File: src/rtl/lsu_store_queue.sv
// Store buffer between the LSU and the data memory port: speculative queue (flushable) feeding an in-order committed queue.
// Optional STORE_QUEUE_FWD_CHECK_EN adds a page-offset hazard compare for loads.
module lsu_store_queue #(
  parameter int unsigned DEPTH      = 4,
  parameter int unsigned ADDR_WIDTH = 64,
  parameter int unsigned DATA_WIDTH = 64
) (
  input  logic                    clk_i,
  input  logic                    rst_ni,
  input  logic                    flush_i,
  input  logic                    valid_i,
  output logic                    ready_o,
  input  logic [ADDR_WIDTH-1:0]   paddr_i,
  input  logic [DATA_WIDTH-1:0]   data_i,
  input  logic [DATA_WIDTH/8-1:0] be_i,
  input  logic                    commit_i,
  output logic                    commit_ready_o,
  output logic                    no_st_pending_o,
  output logic                    req_o,
  output logic [ADDR_WIDTH-1:0]   addr_o,
  output logic [DATA_WIDTH-1:0]   wdata_o,
  output logic [DATA_WIDTH/8-1:0] be_o,
  input  logic                    gnt_i,
`ifdef STORE_QUEUE_FWD_CHECK_EN
  input  logic [11:0]             page_offset_i,
  output logic                    page_offset_matches_o,
`endif
  output logic                    we_o
);

  localparam int unsigned PW = $clog2(DEPTH);
  localparam int unsigned CW = PW + 1;
  localparam int unsigned BW = DATA_WIDTH / 8;
  localparam logic [CW-1:0] FULL = CW'(DEPTH);

  typedef struct packed {
    logic [ADDR_WIDTH-1:0] addr;
    logic [DATA_WIDTH-1:0] data;
    logic [BW-1:0]         be;
  } entry_t;

  entry_t        spec_q [DEPTH];
  entry_t        com_q  [DEPTH];
  logic [PW-1:0] spec_wptr, spec_rptr;
  logic [PW-1:0] com_wptr, com_rptr;
  logic [CW-1:0] spec_cnt, com_cnt;
  logic          push, commit, pop;

  assign ready_o         = (spec_cnt != FULL);
  assign commit_ready_o  = (com_cnt != FULL);
  assign req_o           = (com_cnt != '0);
  assign no_st_pending_o = (spec_cnt == '0) && (com_cnt == '0);
  assign we_o            = 1'b1;

  // Flush only suppresses the push; a same-cycle commit still moves its entry out.
  assign push   = valid_i & ready_o & ~flush_i;
  assign commit = commit_i & (spec_cnt != '0) & commit_ready_o;
  assign pop    = req_o & gnt_i;

  always_ff @(posedge clk_i or negedge rst_ni) begin
    if (!rst_ni) begin
      spec_wptr <= '0;
      spec_rptr <= '0;
      spec_cnt  <= '0;
      com_wptr  <= '0;
      com_rptr  <= '0;
      com_cnt   <= '0;
    end else begin
      if (flush_i) begin
        spec_wptr <= '0;
        spec_rptr <= '0;
        spec_cnt  <= '0;
      end else begin
        if (push)   spec_wptr <= spec_wptr + PW'(1);
        if (commit) spec_rptr <= spec_rptr + PW'(1);
        spec_cnt <= spec_cnt + CW'(push) - CW'(commit);
      end
      if (commit) com_wptr <= com_wptr + PW'(1);
      if (pop)    com_rptr <= com_rptr + PW'(1);
      com_cnt <= com_cnt + CW'(commit) - CW'(pop);
    end
  end

  // Payload storage carries no reset; occupancy is tracked solely by the counters.
  always_ff @(posedge clk_i) begin
    if (push)   spec_q[spec_wptr] <= '{addr: paddr_i, data: data_i, be: be_i};
    if (commit) com_q[com_wptr]   <= spec_q[spec_rptr];
  end

  assign addr_o  = com_q[com_rptr].addr;
  assign wdata_o = com_q[com_rptr].data;
  assign be_o    = com_q[com_rptr].be;

`ifdef STORE_QUEUE_FWD_CHECK_EN
  always_comb begin
    page_offset_matches_o = 1'b0;
    for (int unsigned k = 0; k < DEPTH; k++) begin
      if ((CW'(k) < spec_cnt) &&
          (spec_q[spec_rptr + PW'(k)].addr[11:3] == page_offset_i[11:3]))
        page_offset_matches_o = 1'b1;
      if ((CW'(k) < com_cnt) &&
          (com_q[com_rptr + PW'(k)].addr[11:3] == page_offset_i[11:3]))
        page_offset_matches_o = 1'b1;
    end
  end
`endif

  ast_push_when_full: assert property (@(posedge clk_i) disable iff (!rst_ni)
    valid_i |-> ready_o)
    else $warning("lsu_store_queue: store presented while full was dropped");

  ast_commit_legal: assert property (@(posedge clk_i) disable iff (!rst_ni)
    commit_i |-> ((spec_cnt != '0) && commit_ready_o))
    else $error("lsu_store_queue: commit with empty spec queue or full commit queue");

endmodule
File: config.mk
export PLATFORM = sky130hd
export DESIGN_NAME = lsu_store_queue
export DESIGN_NICKNAME = d
export VERILOG_FILES = /design/src/rtl/lsu_store_queue.sv
export SDC_FILE = /design/constraint.sdc
export NUM_CORES = 1
export LEC_CHECK = 0
export CORE_ASPECT_RATIO = 1.1
export CORE_MARGIN = 4
export CORE_UTILIZATION = 58
export DETAILED_ROUTE_END_ITERATION = 12
export GPL_TIMING_DRIVEN = 0
export PLACE_DENSITY_LB_ADDON = 0.2
export SYNTH_ARGS = -nofsm -noshare
export SYNTH_HDL_FRONTEND = slang
export SYNTH_SLANG_ARGS = --single-unit
File: constraint.sdc
create_clock -name clk_i -period 5.4 [get_ports clk_i]
set_clock_uncertainty 0.15 [all_clocks]
set_input_delay 1.08 -clock clk_i [delete_from_list [all_inputs] [get_ports clk_i]]
set_output_delay 1.08 -clock clk_i [all_outputs]
set_load 0.05 [all_outputs]
# ---- Word-level counts from Yosys, hierarchy flattened
# Memory sizes are Yosys's and may differ from the RTL's.
# Index checks and enable logic that the tools add are counted.
dict set report word_totals {
  regBits 14
  ramBits 1088
  word_cells 40
  memories 2
}
dict set report op_classes {
  n_addsub 8
  eq_ne 2
  n_mux 9
  bitwise 6
  n_reduce_logical 7
}
# memory depth width rd rd_clocked_by_memory_dff wr line_no
set mem_list {}
lappend mem_list {com_q 4 136 1 0 1 43} ;# entry_t com_q [DEPTH];
lappend mem_list {spec_q 4 136 1 0 1 42} ;# entry_t spec_q [DEPTH];
# cell count
set ops {}
lappend ops {{adder 2 x 1 -> 2 bit, second input constant} 4}
lappend ops {{2-to-1 mux 2 bit} 4}
lappend ops {{adder 3 x 1 -> 3 bit} 2}
lappend ops {{zero test 3 bit} 2}
lappend ops {{!= test 3 bit, second input constant} 2}
lappend ops {{nonzero test 3 bit} 2}
lappend ops {{subtractor 3 x 1 -> 3 bit} 2}
lappend ops {{bitwise AND 1 bit} 5}
lappend ops {{2-to-1 mux 1 bit} 4}
lappend ops {{nonzero test 2 bit} 2}
lappend ops {{2-to-1 mux 3 bit} 1}
lappend ops {{logical AND 1 bit} 1}
lappend ops {{NOT 1 bit} 1}

# ---- Logic depth before layout (Yosys ltp)
# Gate-level depths: netlist of run 1.
dict set report depth {
  word_depth 6
  depth_mapped 10
  mapped_depth_nobuf 10
}

# ---- Worst setup path before layout of run 1
# No wires, ideal clock.
dict set report synth_path {
  kind {in2reg}
  startpoint {input port flush_i}
  endpoint {memory spec_q[2][0] in the netlist's numbering (enable)}
  t_arrival_ns 4.732
  required_time_ns 4.739
  setup_slack_ns 0.007
  path_stages 3
  n_path_buf 1
  path_cell_list {clkbuf_1 -> nor3_1 -> and2_1}
}
dict set report synth_via {
  elab_chain_len 4
}
# item line_no
set synth_lines {}
lappend synth_lines {{start: declaration} 10} ;# input logic flush_i,
lappend synth_lines {{NOT 1 bit} 56} ;# assign push = valid_i & ready_o & ~flush_i;
lappend synth_lines {{bitwise AND 1 bit} 56}
lappend synth_lines {{2-to-1 mux 1 bit} 86} ;# if (push) spec_q[spec_wptr] <= '{addr: paddr_i, data: data_i, be: be_i};
lappend synth_lines {{2-to-1 mux 1 bit (not written as such)} 86}
lappend synth_lines {{end: declaration} 42}
# Every way passes these cells.

# ---- Worst setup path after layout of run 1
dict set report layout_path {
  startpoint {register com_rptr[1]}
  endpoint {output port addr_o[59]}
}
dict set report layout_via {
  elab_chain_len 1
}
# item line_no
set layout_lines {}
lappend layout_lines {{start: declaration} 45} ;# logic [PW-1:0] com_wptr, com_rptr;
lappend layout_lines {{start signal: assignment} 79} ;# if (pop) com_rptr <= com_rptr + PW'(1);
lappend layout_lines {{memory read (4 x 136 bit)} -}
lappend layout_lines {{end: declaration} 20} ;# output logic [ADDR_WIDTH-1:0] addr_o,
# Every way passes these cells.

==> metrics.csv, run 1 <==
metric;value;unit
static leakage power;15.0;nW
relative slew slack;48.8;%
first-pass GRT wire length;117000;microns
Final #Nets;2066;
fin crit period;4530;ps
Hold Vio Cnt, Final;0;
syn nets;1664;
Slew Viols, Final;0;
WHS;413;ps
critical path required time;4170;ps
CP top delay family;buffers and inverters;
R2R Setup Slk;2690;ps
worst slew pin tran;769;ps
Final Power;26.1;mW
Most used DFF post-synth;edfxtp_1;
post-route antenna net violation count;0;
largest family of logic cells by synthesized area;multiplexers;
# DRC;0;
Worst Path Buf+Inv;3;
max frequency;221;MHz
number of vias per cell;5.85;
max_cap viols;0;
vias in the first global route;18500;
FF-to-FF Start;spec_cnt[1];
register area share after synthesis;82.3;%
post-cts sizing count;0;
Sw Ratio;31.6;%
hold_sp;com_cnt[0];
gr usage total;21.5;%
Via Count;17100;
row count;100;
num ports;283;
Post-synth EDFFs;1088;
Detailed Routing Iterations Pass 1;5;
post-synthesis cell count;1508;
simple-gate share of the synthesized area;0.355;%
async set-or-reset flop fraction in the synthesized netlist;1.27;%
status;complete, no violations;
CTS tree;done;
Combinational Power Share;31.4;%
Worst Setup Start Kind;flop;
multiplexer share of the synthesized area;15.3;%
Synth cell types;32;
full die area;73500;sq um
Reg-to-Reg End;spec_q[2][64];
xor/xnor share of the synthesized area;0.153;%
CP Max Fanout;10;
Internal;17.8;mW
Final Wtd Congestion;0.721;
largest net degree at the start of global routing;54;
syn_area_per_cell;26.6;sq um
compound-gate portion of the synthesized area;0.137;%
Worst VDD drop;0.441;mV
Layout area overhead;19.2;%
placed cell count;2722;
CTS root buffer;clkbuf_16;
Starting Density;59.0;%
Worst-path clk slew;60;ps
H-Tree Level Count;3;
total gr overflow;0;
core area;68100;sq um
Worst Path Arrival;3300;ps
Mapped Area;40100;sq um
RSZ-0062 raised after global routing;false;
drt total wl;77400;microns
later-pin clock latency in the skew report;640;ps
ratio of cells with drive above 1 in the final layout;24.5;%
Yosys warnings;0;
chip width;259;microns
Final Non-Filler Cells;2918;
Post-Synth Adder-Cell Area;0.474;%
dpl hpwl;46300;microns
crit-path cells;buf_2 > buf_1 > mux4_2 > clkdlybuf4s50_1;
Post-CTS Repair Setup Buffers;0;
CP Capture Type;output port;
Seq pwr share;41.9;%
clock power share;26.7;%
Crit Path Class;flop to output port;
period utilization;83.9;%
CP max-delay cell;clkdlybuf4s50_1;
Final Setup Violations;0;
slowest stage delay, CP;830;ps
R2R cell count;4;
Power Density;545;nW/um^2
CTS Buffer Depth;3;
setup TNS;0;ps
Worst Hold End;com_cnt[0];
CTS sink count;1102;
Die Height;284;microns
DRC marker count from the first detailed-route iteration;1357;
Hold Crit Depth;1;
drt wl/cell;26.5;microns
Net Sw Power;8.25;mW
Post-CTS Hold Fix Bufs;0;
synthesized flop and latch total;1102;
hold crit path type;flop to flop;
initial antenna violation count;8;
CTS buffer count;104;
PortBufs;280;
# fillers;4008;
==> placed cells by master, fill, tap and decap left out, drive strengths merged, types with 3 or more instances in the layout <==
master	n
a21oi	4
nor2	3
clkinvlp	8
clkdlybuf4s50	280
clkbuf	134
buf	77
o21ai	3
inv	18
edfxtp	1088
ha	12
nand3	3
diode	6
clkinv	40
bufinv	8
xnor2	5
and2	9
dfrtp	14
mux4	272
==> worst max-delay path by stage <==
stage / startpoint / end / cells past startpoint
floorplan: flush_i / spec_q[2][0] / 3
global placement: valid_i / spec_q[3][57] / 4
detailed placement: com_rptr[1] / addr_o[56] / 4
CTS: com_rptr[1] / addr_o[54] / 4
global route: com_rptr[1] / addr_o[54] / 4
finish: com_rptr[1] / addr_o[59] / 4
==> routing by layer <==
layer | wire [microns] | vias up | GRT usage (%) | part of all wire, %
li1 | - | 7351 | - | -
met3 | 4540 | 111 | 4.35 | 5.9
met2 | 42300 | 446 | 38.3 | 55
met4 | 1370 | 4 | 5.43 | 1.8
met1 | 29200 | 9166 | 27.5 | 38
met5 | 29 | - | 0 | 0.037
==> power by group through the flow <==
stage / combinational [mW] / clock, mW / sequential [mW]
after CTS: 8.35 / 7.11 / 10.9
after global routing: 8.61 / 7.52 / 11.0
after detailed placement: 8.31 / 0 / 11.1
final: 8.19 / 6.97 / 10.9
after global placement: 8.09 / 0 / 11.3
after floorplan: 5.61 / 0 / 11.1
==> Yosys cell counts (2+ instances only) <==
cell type  number  area, sq um
edfxtp_1     1088        32700
mux4_2        272         6130
buf_6          24          270
buf_1          18         67.6
buf_2          14         70.1
dfrtp_1        14          350
inv_1          14         52.6
ha_1           12          150
and2_1          9         56.3
xnor2_1         5         43.8
a21oi_1         4         20.0
buf_4           4         30.0
clkbuf_1        3         11.3
nand3_1         3         15.0
o21ai_0         3         15.0
fa_1            2         40.0
nor2_1          2         7.51
or3_1           2         12.5
xor2_1          2         17.5
==> kinds of logic (layout without fill, tap and decap cells) <==
| logic type | after synthesis | count (layout) |
|---|---|---|
| AO/OA/AOI/OAI | 9 | 9 |
| XOR/XNOR | 7 | 7 |
| adder cells (fa/ha/maj) | 14 | 14 |
| buffers and inverters | 79 | 565 |
| flip-flops | 1102 | 1102 |
| multiplexers | 273 | 273 |
| other | 1 | 7 |
| AND/OR/NAND/NOR | 23 | 23 |
==> area by class of cell <==
type                    instances  area [sq um]  area share, %
multi-input cells             327          6610           13.8
clock inverters                59           513           1.07
inverters                      15          56.3          0.118
repair buffers                296          3240           6.78
diodes                          6          15.0         0.0314
clock buffers                 131          2770           5.78
plain buffers                  64           469          0.981
well taps                     918          1150           2.40
flip-flops and latches       1102         33000           69.0
==> through the flow <==
step | utilization, % | worst slack [ps] | cell area (sq um)
floorplan | - | 6.74 | 40100
global placement | 64.8 | -3410 | 44100
detailed placement | 65.5 | 1490 | 44500
CTS | 70.3 | 788 | 47800
global route | 70.3 | 696 | 47800
finish | 70.3 | 869 | 47800
==> flip-flops by register name (all words and copies together), names as in the netlist <==
signal	cells
com_cnt	3
com_q	544
com_rptr	2
com_wptr	2
spec_cnt	3
spec_q	544
spec_rptr	2
spec_wptr	2
Note: power is estimated with default switching activity, not from simulation.
==> inputs of run 2 (changes only) <==
--- a/config.mk
+++ b/config.mk
@@ -7,7 +7,7 @@
 export LEC_CHECK = 0
 export CORE_ASPECT_RATIO = 1.1
 export CORE_MARGIN = 4
-export CORE_UTILIZATION = 58
+export CORE_UTILIZATION = 53
 export DETAILED_ROUTE_END_ITERATION = 12
 export GPL_TIMING_DRIVEN = 0
 export PLACE_DENSITY_LB_ADDON = 0.2
==> constraint.sdc (replaced) <==
create_clock -name clk_i -period 3.93 [get_ports clk_i]
set_clock_uncertainty 0.15 [all_clocks]
set_input_delay 0.786 -clock clk_i [delete_from_list [all_inputs] [get_ports clk_i]]
set_output_delay 0.786 -clock clk_i [all_outputs]
set_load 0.05 [all_outputs]
==> run 2 against run 1 <==
Register-to-register slack lost 1400 ps. Sequential cell count is the same. Non-clock buffer count is the same. Combinational power increased by 29%. Critical path depth unchanged. Sequential power up 38%. Largest power group unchanged.
==> metrics.csv, run 2 (same netlist as run 1, synthesis figures left out) <==
metric;value;unit
Worst VDD drop;0.464;mV
CTS root buffer;clkbuf_16;
hold crit path type;input pin to flop;
relative slew slack;44.1;%
Final Wtd Congestion;0.713;
drt total wl;77400;microns
Die Height;297;microns
vias in the first global route;18300;
commonest cells after routing, fill and taps aside;edfxtp_1 (1088), mux4_2 (272), clkdlybuf4s50_1 (152), dlygate4sd2_1 (123), clkbuf_16 (105);
CTS sink count;1102;
largest net degree at the start of global routing;53;
# fillers;4876;
Regs by FF count;com_q (544), spec_q (544);
Layout area overhead;19.4;%
worst slew pin tran;839;ps
ratio of cells with drive above 1 in the final layout;25.4;%
post-route antenna net violation count;0;
PortBufs;280;
number of vias per cell;5.67;
Crit Path Class;flop to output port;
Worst Path Arrival;2880;ps
later-pin clock latency in the skew report;640;ps
dpl hpwl;46400;microns
Detailed Routing Iterations Pass 1;5;
CP Max Fanout;10;
chip width;270;microns
Power Density;742;nW/um^2
Final Setup Violations;0;
row count;105;
WHS;371;ps
placed cell count;2767;
commonest non-fill, non-tap cell in the layout;edfxtp_1;
final cell area excluding filler cells;47900;sq um
critical path required time;2990;ps
Starting Density;53.6;%
H-Tree Level Count;3;
first-pass GRT wire length;116000;microns
full die area;80200;sq um
Hold Vio Cnt, Final;0;
gr usage total;19.6;%
Via Count;16800;
period utilization;97.2;%
DRC marker count from the first detailed-route iteration;1201;
fin crit period;3820;ps
Final Non-Filler Cells;2971;
CTS Buffer Depth;3;
initial antenna violation count;14;
CTS buffer count;104;
drt wl/cell;26.0;microns
status;complete, no violations;
Post-CTS Repair Setup Buffers;0;
num ports;283;
Placement Cell Area;44600;sq um
Worst Setup Start Kind;flop;
Slew Viols, Final;0;
total gr overflow;0;
# DRC;0;
core area;74900;sq um
static leakage power;15.3;nW
max_cap viols;0;
Worst-path clk slew;60;ps
Final #Nets;2066;
CTS tree;done;
max frequency;262;MHz
CP Capture Type;output port;
run 2: cell types whose count changed in the layout (fill, tap and decap cells not counted), moves of 4 or more:
cell             previous run  this run
dlygate4sd2_1               0       123
buf_2                      14        22
dlymetal6s2s_1              0         5
clkdlybuf4s50_1           280       152
clkinv_2                   20        25
bufinv_16                   8        12
clkinvlp_4                  8         3
clkbuf_1                   27        23
buf_1                      18         9
run 2: worst paths after layout:
path                                  start            end  slack (ps)  cells past startpoint
worst max-delay path            com_rptr[1]     wdata_o[8]         110                      4
worst min-delay path                flush_i    spec_cnt[2]         370                      2
worst max register to register  spec_cnt[2]  spec_q[1][52]        1250                      4
worst min register to register   com_cnt[0]     com_cnt[0]         410                      1
max in group asynchronous            rst_ni     com_cnt[1]        2760                      1
min in group asynchronous            rst_ni    spec_cnt[2]         430                      1
run 2: per-stage QoR:
step / worst slack, ps / utilization [%] / setup TNS [ps] / power [mW]
floorplan: 333 / - / 0 / 22.9
global placement: -1680 / 59.0 / -1772710 / 26.5
detailed placement: 343 / 59.6 / 0 / 26.7
CTS: 2.82 / 63.9 / 0 / 36.0
global route: -3.48 / 64.0 / -3.48 / 36.9
finish: 112 / 64.0 / 0 / 35.5
run 2: cell type report:
type | instances | area, sq um | area share, %
diodes | 8 | 20.0 | 0.0418
well taps | 963 | 1200 | 2.51
inverters | 15 | 56.3 | 0.117
repair buffers | 296 | 3100 | 6.47
multi-input cells | 327 | 6610 | 13.8
plain buffers | 64 | 484 | 1.01
flip-flops and latches | 1102 | 33000 | 68.9
clock buffers | 129 | 2750 | 5.73
clock inverters | 67 | 677 | 1.41
run 2: timing repair:
| item | in CTS | in global routing |
|---|---|---|
| setup endpoints to repair | 129 | 6 |
| hold buffers | 0 | 0 |
| gates resized for setup | 133 | 6 |
run 2: metal layers:
layer | routed length, microns | GRT usage [%] | vias to the layer above
met3 | 4630 | 4.21 | 104
met2 | 42500 | 36.0 | 419
met1 | 28500 | 23.6 | 8952
met4 | 1640 | 5.71 | 10
li1 | - | - | 7350
met5 | 69 | 0 | -
run 2: power by group:
group | internal [mW] | switching [mW] | total, mW
logic | 3.70 | 6.93 | 10.6
registers | 14.7 | 0.262 | 15.0
clock network | 5.77 | 4.15 | 9.92
run 2: critical path, stage by stage (launching register included):
cell and delay [ps]:
dfrtp_1 340, buf_2 400, buf_2 390, mux4_2 250
clkdlybuf4s50_1 860
